### config.mk
export PLATFORM = sky130hd
export DESIGN_NAME = alu_flat
export DESIGN_NICKNAME = d
export VERILOG_FILES = /design/src/rtl/alu_if.sv /design/src/rtl/alu.sv /design/src/flat_wrapper.sv
export SDC_FILE = /design/constraint.sdc
export NUM_CORES = 1
export LEC_CHECK = 0
export CORE_MARGIN = 5
export CORE_UTILIZATION = 55
export CTS_CLUSTER_SIZE = 14
export DETAILED_ROUTE_END_ITERATION = 12
export DONT_BUFFER_PORTS = 1
export PLACE_DENSITY = 0.82
export SYNTH_ARGS = -nofsm -noshare
export SYNTH_HDL_FRONTEND = slang
export SYNTH_SLANG_ARGS = --single-unit
### constraint.sdc
create_clock -name clk -period 1.6 [get_ports clk]
set_clock_uncertainty 0.05 [all_clocks]
set_input_delay 0.24 -clock clk [delete_from_list [all_inputs] [get_ports clk]]
set_output_delay 0.24 -clock clk [all_outputs]
set_load 0.02 [all_outputs]
### src/rtl/alu_if.sv
// ALU operand/result bundle.
// Master drives operands, slave returns results.
interface alu_if #(
  parameter int DATA_WIDTH = 8,
  parameter int ADDR_WIDTH = 5
);
  localparam int OW = DATA_WIDTH - ADDR_WIDTH;

  logic [OW-1:0]         opcode;
  logic [DATA_WIDTH-1:0] in_a;
  logic [DATA_WIDTH-1:0] in_b;
  logic [DATA_WIDTH-1:0] result;
  logic                  is_zero;

  modport master (
    output opcode,
    output in_a,
    output in_b,
    input  result,
    input  is_zero
  );

  modport slave (
    input  opcode,
    input  in_a,
    input  in_b,
    output result,
    output is_zero
  );
endinterface

### src/rtl/alu.sv
// Accumulator ALU with registered result.
// is_zero tracks in_a, not result.
module alu #(
  parameter int DATA_WIDTH = 8,
  parameter int ADDR_WIDTH = 5
) (
  input  logic  clk,
  input  logic  rst,
  alu_if.slave  bus
);
  localparam int OW = DATA_WIDTH - ADDR_WIDTH;

  localparam logic [OW-1:0] OP_ADD = OW'(2);
  localparam logic [OW-1:0] OP_AND = OW'(3);
  localparam logic [OW-1:0] OP_XOR = OW'(4);
  localparam logic [OW-1:0] OP_LDA = OW'(5);

  logic [DATA_WIDTH-1:0] res_d;

  // HLT, SKZ, STO, JMP and unknown codes pass in_a
  always_comb begin
    res_d = bus.in_a;
    case (bus.opcode)
      OP_ADD:  res_d = bus.in_a + bus.in_b;
      OP_AND:  res_d = bus.in_a & bus.in_b;
      OP_XOR:  res_d = bus.in_a ^ bus.in_b;
      OP_LDA:  res_d = bus.in_b;
      default: res_d = bus.in_a;
    endcase
  end

  always_ff @(posedge clk) begin
    if (rst) begin
      bus.result  <= '0;
      bus.is_zero <= 1'b0;
    end else begin
      bus.result  <= res_d;
      bus.is_zero <= (bus.in_a == '0);
    end
  end
endmodule

### src/flat_wrapper.sv
// flat-port wrapper written by rule: the top's interface ports become plain ports
module alu_flat 
#(
  parameter int DATA_WIDTH = 8,
  parameter int ADDR_WIDTH = 5
)
  (clk, rst, bus_opcode, bus_in_a, bus_in_b, bus_result, bus_is_zero);
  alu_if #(.DATA_WIDTH(DATA_WIDTH), .ADDR_WIDTH(ADDR_WIDTH)) bus_i ();
  input  logic clk;
  input  logic rst;
  input wire logic [$bits(bus_i.opcode)-1:0] bus_opcode;
  input wire logic [$bits(bus_i.in_a)-1:0] bus_in_a;
  input wire logic [$bits(bus_i.in_b)-1:0] bus_in_b;
  output wire logic [$bits(bus_i.result)-1:0] bus_result;
  output wire logic [$bits(bus_i.is_zero)-1:0] bus_is_zero;
  assign bus_i.opcode = bus_opcode;
  assign bus_i.in_a = bus_in_a;
  assign bus_i.in_b = bus_in_b;
  assign bus_result = bus_i.result;
  assign bus_is_zero = bus_i.is_zero;
  alu #(.DATA_WIDTH(DATA_WIDTH), .ADDR_WIDTH(ADDR_WIDTH)) u_core (.clk(clk), .rst(rst), .bus(bus_i));
endmodule
# Yosys cells after proc, flatten, opt, wreduce, memory -nomap -nowiden

Cells that the tools add are included.

Add/sub/neg operators: 1
Equality and inequality tests: 4
Multiplexer cells: 1
Bitwise operators: 2
Reductions and logical operators: 1

Operator list:

| operator                                                         | number |
|---|---|
| 8-bit case mux with 4 select lines                               | 1 |
| 8-bit adder                                                      | 1 |
| 8-bit AND                                                        | 1 |
| 8-bit zero test                                                  | 1 |
| 8-bit bitwise XOR                                                | 1 |
| 3-bit by 2-bit == test with 1-bit output (second input constant) | 2 |
| 3-bit == test (second input constant)                            | 2 |

Register bits after elaboration: 9
Logic and storage cells: 11

# Longest topological paths before layout

Gate-level depths: netlist of the first run.

Depth after elaboration: 2
Mapped depth: 7
Gate-level depth less buffers: 7

# Least setup slack after synthesis of the first run

OpenSTA, ideal clock, no wires.

Path type: input -> register
From: input port bus_in_b[0]
To: register u_core.bus.result[6]
Library setup time: 0.123 ns
Data arrival time: 1.545 ns
Data required time: 1.427 ns
Slack: -0.119 ns
Stages: 7
Path through: ha_1 fa_1 a211oi_1 o21bai_1 a21oi_1 xor2_1 o21ai_1

Word-level cells in the longest chain between the ends: 2

RTL lines:

| what                               | line               | source |
|---|---|---|
| from (decl)                        | flat_wrapper.sv:13 | `input wire logic [$bits(bus_i.in_b)-1:0] bus_in_b;` |
| 8-bit adder                        | alu.sv:24          | `OP_ADD: res_d = bus.in_a + bus.in_b;` |
| 8-bit case mux with 4 select lines | alu.sv:23          | `case (bus.opcode)` |
| to (signal assigned)               | alu.sv:37          | `bus.result <= res_d;` |
| to (decl)                          | alu_if.sv:27       | `output result,` |

No other way between the ends.
A chain may end at the register's enable or synchronous reset.

# Final worst setup path of the first run

Same ends and word-level chain as after synthesis.

==> impl_metrics.py, run 1 <==
metrics = {
    "grt": {
        "grt_use_total_pct": 20.3,
        "antenna_found_initial": 0,
        "grt_overflow": 0,
        "grt_pass1_vias": 870,
        "grt_max_degree": 17,
        "grt_pass1_wl_um": 3870,
    },
    "logic_synthesis": {
        "synth_top_area_share_pct": 20.6,
        "netlist_top_cells_count": "nor2_1, a21oi_1, dfxtp_1",
        "synthSimpleGateAreaFrac_pct": 17.6,
        "synth_area_um2": 875,
        "synth.most_common_cell": "nor2_1",
        "synth-xor-area-share_pct": 6.01,
        "ys.warnings.count": 0,
        "synth_area_per_cell_um2": 8.02,
        "async_flop_share_pct": 0,
        "synthAdderAreaFrac_pct": 13.7,
        "ys_ff_latch": 9,
        "synth-edff-count": 0,
        "ys_types": 36,
        "ys.flop_type": "dfxtp_1",
        "synth_cells": 109,
        "synth_top_family_by_area": "compound AO/OA/AOI/OAI gates",
        "muxShareOfSynthArea_pct": 4.58,
        "synth_compound_area_share_pct": 32.9,
        "yosys.area.top_type": "dfxtp_1",
        "synthesis.nets": 139,
        "ys_seq_area_share_pct": 20.6,
        "synth_area_leaders": "dfxtp_1, ha_1, nor2_1, a21oi_1, xor2_1",
    },
    "floorplanning": {
        "die_h_um": 49.9,
        "num_rows": 14,
        "coreArea_um2": 1510,
        "ioPinCount": 30,
        "die_w_um": 49.9,
        "dieArea_um2": 2490,
        "initial_core_util_pct": 58.1,
    },
    "setup_path": {
        "critPathRequiredTime_ns": 1.69,
        "end_kind": "flop",
        "start_kind": "input port",
        "path_max_fanout": 3,
        "worstPathArrival_ns": 1.56,
        "path_class": "in2reg",
    },
    "power_and_ir_drop": {
        "worst_ir_drop_vdd_mv": 0.349,
        "total_power_uw": 662,
        "power.leakage_nw": 0.373,
        "power.density_nw_per_um2": 690,
    },
    "cts": {
        "cts_tree": "done",
        "clockBufferDepth": 2,
        "cts_made_buffers": 3,
        "holdBufCountCts": 1,
        "path_clk_slew_ns": 0.06,
        "cts-root-buf": "clkbuf_4",
        "post_cts.repair.setup_buffers": 0,
        "htree_levels": 1,
        "cts_sinks": 9,
        "cts_resized": 0,
    },
    "placed_design": {
        "placed_cell_area_um2": 902,
        "port_buffers": 0,
        "dpl.hpwl_um": 1840,
        "gp_congestion": 0.837,
        "place_inst": 124,
    },
    "routing": {
        "vias": 892,
        "detail-route-antenna-nets": 0,
        "wl_um": 2400,
        "drc": 0,
        "wire_per_inst_um": 18.3,
        "via_per_inst": 6.81,
        "drt_iter0_markers": 46,
        "firstDrtPassIters": 4,
    },
    "sta": {
        "grt_setup_unrepaired": "false",
        "fin_crit_sh_pct": 92.0,
        "finalHoldViolCount": 0,
        "max_freq_mhz": 679,
        "setup_violations": 0,
        "slew-limit-headroom_pct": 66.5,
        "layout_min_cycle_time_ns": 1.47,
        "slew_violations": 0,
        "tightestPinTransition_ns": 0.501,
    },
    "finish": {
        "multi_input_area_um2": 664,
        "syn2layout_area_growth_pct": 9.59,
        "final_area_um2": 958,
        "n_antenna_cell": 0,
        "num-fill-cells": 122,
        "drive_above_1_share_pct": 11.3,
        "instances_no_fill": 131,
        "nets": 146,
        "register_area_um2": 180,
    },
    "run": {
        "max-cap-violations": 0,
    },
    "outcome": {
        "outcome": "finished, final reports clean",
    },
    "min_path": {
        "hp-class": "in2reg",
    },
}
[through the flow]
stage | hold slack, ns | util, % | setup WS, ns | TNS [ns]
after global placement | 0.265 | 59.9 | -0.0246 | -0.0304
after floorplan | 0.265 | - | 0.00126 | 0
after CTS | 0.000137 | 62.3 | 0.161 | 0
after global routing | 0.00799 | 63.6 | 0.104 | 0
after detailed placement | 0.266 | 59.9 | -0.112 | -0.167
final | 0.0279 | 63.6 | 0.127 | 0
[area by class of cell]
type | count | share of cell area (%)
Clock buffer | 4 | 2.74
Sequential cell | 9 | 18.8
Tap cell | 16 | 2.09
Timing Repair Buffer | 8 | 7.05
Multi-Input combinational cell | 94 | 69.3
[where the power goes]
part / total (mW) / switching (mW) / internal, mW
sequential: 0.275 / 0.0313 / 0.244
clock: 0.165 / 0.0699 / 0.0955
combinational: 0.221 / 0.112 / 0.109
[worst paths after layout]
kind	startpoint	endpoint	slack, ns	depth (start not counted)
worst max-delay path	bus_in_b[0]	u_core.bus.result[6]	0.13	7
worst min-delay path	bus_opcode[0]	u_core.bus.result[0]	0.03	1
[cell usage in the layout, fill, tap and decap left out]
| cell type | n |
|---|---|
| a211oi_2 | 1 |
| o31a_1 | 1 |
| o21ai_0 | 2 |
| a21o_1 | 2 |
| dlygate4sd3_1 | 3 |
| nor3_1 | 4 |
| o21a_1 | 1 |
| or3_1 | 1 |
| a31oi_1 | 1 |
| nor3b_1 | 1 |
| ha_1 | 7 |
| a2111oi_2 | 1 |
| xnor2_1 | 1 |
| nand2b_1 | 2 |
| nor2b_1 | 2 |
| nor4b_1 | 1 |
| dfxtp_1 | 9 |
| buf_4 | 5 |
| nor4_1 | 2 |
| nand2_1 | 3 |
| a221oi_1 | 1 |
| a2111oi_0 | 1 |
| mux2i_1 | 4 |
| a211oi_1 | 2 |
| fa_2 | 1 |
| clkbuf_4 | 3 |
| o22a_1 | 3 |
| clkbuf_1 | 1 |
| a21oi_1 | 9 |
| o221ai_1 | 3 |
| ha_2 | 1 |
| o21bai_1 | 2 |
| nor2_1 | 15 |
| xor2_1 | 5 |
| a22oi_1 | 1 |
| nand2_2 | 1 |
| o21ai_1 | 8 |
| o22ai_1 | 4 |
[per-layer routing]
layer,up-vias,share of wire [%],track usage [%]
met3,9,11,7.53
met2,59,47,30.5
met1,395,39,22.0
li1,429,-,-
met5,-,0,0
met4,0,3.5,17.5
[sequential cells by signal (all words and copies together), names as in the netlist]
register / count
u_core.bus.result: 8
u_core.bus.is_zero: 1
[cell families after synthesis]
family          count (synthesis)
mux                             4
buf+inv                         6
fa+ha+maj                       9
xor+xnor                        6
compound gates                 43
flops                           9
simple gates                   32
[critical path, stage by stage]
cell	delay [ns]
ha_2	0.18
fa_2	0.39
a211oi_2	0.19
o21bai_1	0.10
a21oi_1	0.21
xor2_1	0.18
o21ai_1	0.07
(Power assumes the default switching activity.)
==> run 2, diff against run 1 <==
- SETUP_SLACK_MARGIN: default -> 0.3
==> impl_metrics.py, run 2 (synthesis gave the netlist of run 1 again) <==
metrics = {
    "routing": {
        "via_per_inst": 7.01,
        "vias": 932,
        "drc": 0,
        "drt_iter0_markers": 53,
        "detail-route-antenna-nets": 0,
        "wire_per_inst_um": 18.4,
        "wl_um": 2450,
        "firstDrtPassIters": 4,
    },
    "finish": {
        "n_antenna_cell": 0,
        "syn2layout_area_growth_pct": 16.7,
        "final_cell_mix": "nor2_1, buf_4, dfxtp_1",
        "largest_register_ffs": 8,
        "nets": 148,
        "final_common_cell": "nor2_1",
        "final_area_um2": 1020,
        "regMostFlops": "u_core.bus.result",
        "top_regs": "u_core.bus.result x8, u_core.bus.is_zero x1",
        "drive_above_1_share_pct": 21.4,
    },
    "setup_path": {
        "slowest_delay_ns": 0.36,
        "critPathRequiredTime_ns": 1.72,
        "path_max_fanout": 3,
        "end_kind": "flop",
        "path_class": "in2reg",
        "slowest_stage": "fa_2",
        "crit_chain": "ha_4 -> fa_2 -> buf_4 -> xor2_1 -> o22ai_1 -> o21a_1 -> nor3_2",
        "worstPathArrival_ns": 1.45,
        "start_kind": "input port",
    },
    "cts": {
        "clockBufferDepth": 2,
        "cts_tree": "done",
        "cts-root-buf": "clkbuf_4",
        "cts_sinks": 9,
        "cts_made_buffers": 3,
        "htree_levels": 1,
        "path_clk_slew_ns": 0.06,
    },
    "floorplanning": {
        "die_w_um": 49.9,
        "ioPinCount": 30,
        "coreArea_um2": 1510,
        "num_rows": 14,
        "die_h_um": 49.9,
        "initial_core_util_pct": 58.1,
        "dieArea_um2": 2490,
    },
    "power_and_ir_drop": {
        "power.leakage_nw": 0.388,
        "power.density_nw_per_um2": 678,
        "total_power_uw": 692,
        "worst_ir_drop_vdd_mv": 0.274,
    },
    "grt": {
        "grt_use_total_pct": 19.3,
        "grt_pass1_vias": 885,
        "grt_pass1_wl_um": 3930,
        "antenna_found_initial": 0,
        "grt_max_degree": 17,
        "grt_overflow": 0,
    },
    "sta": {
        "setup_violations": 0,
        "tightestPinTransition_ns": 0.506,
        "max_freq_mhz": 750,
        "finalHoldViolCount": 0,
        "slew_violations": 0,
        "whs_ns": 0.00902,
        "layout_min_cycle_time_ns": 1.33,
        "slew-limit-headroom_pct": 66.2,
        "grt_setup_unrepaired": "true",
        "fin_crit_sh_pct": 83.3,
    },
    "placed_design": {
        "dpl.hpwl_um": 1820,
        "port_buffers": 0,
        "placed_cell_area_um2": 945,
        "gp_congestion": 0.885,
    },
    "run": {
        "max-cap-violations": 0,
    },
    "min_path": {
        "hp-class": "in2reg",
    },
    "outcome": {
        "outcome": "finished, final reports clean",
    },
}
==> run 2: cell types whose count changed in the layout (fill, tap and decap cells not counted), moves of 2 or more <==
cell	previous run	this run
buf_4	5	9
a21oi_1	9	7
a21oi_2	0	2
ha_4	0	2
dlygate4sd3_1	3	1
ha_1	7	5
==> run 2: critical path: cells and delay by family <==
kind                     cells  cell delay [ns]
AO/OA/AOI/OAI                2             0.30
AND/OR/NAND/NOR              1             0.13
XOR/XNOR                     1             0.14
buffers and inverters        1             0.15
adder cells (fa/ha/maj)      2             0.50
==> run 2: where the power goes <==
| group | leakage (nW) | total [mW] | internal (mW) | switching [mW] |
|---|---|---|---|---|
| clock network | 0.0150 | 0.169 | 0.0957 | 0.0729 |
| registers | 0.0748 | 0.275 | 0.244 | 0.0307 |
| logic | 0.298 | 0.249 | 0.127 | 0.122 |
==> run 2: layer usage <==
metal / vias up / part of all wire, % / track usage (%)
li1: 431 / - / -
met1: 435 / 39 / 23.3
met2: 57 / 49 / 32.8
met3: 9 / 10 / 5.12
met4: 0 / 1.9 / 5.68
met5: - / 0 / 0
==> run 2: path summary, 6_finish.rpt <==
kind / startpoint / to / slack (ns) / cells past startpoint
worst max-delay path: bus_in_b[0] / u_core.bus.result[2] / 0.27 / 7
worst min-delay path: rst / u_core.bus.result[0] / 0.009 / 1
==> run 2: final cells by class <==
class	instances	area, µm²
Multi-Input combinational cell	94	717
Fill cell	118	485
Sequential cell	9	180
Timing Repair Buffer	10	77.6
Clock buffer	4	26.3
Tap cell	16	20.0
==> run 2: repair_timing <==
action,4_1_cts,5_1_grt
endpoints found under the setup margin,4,5
hold endpoints to repair,0,1
pin swaps,4,6
hold buffers,0,1
buffers inserted,1,0
gates cloned,0,0
gates resized for setup,2,4
==> run 2: stage by stage <==
step,setup TNS [ns],util (%),worst slack [ns],std cells
global route,0,67.8,0.250,133
detailed placement,-0.0543,62.7,-0.0458,127
finish,0,67.8,0.267,133
global placement,-0.0139,62.7,-0.0139,127
CTS,0,65.6,0.272,132
floorplan,0,-,0.0266,109
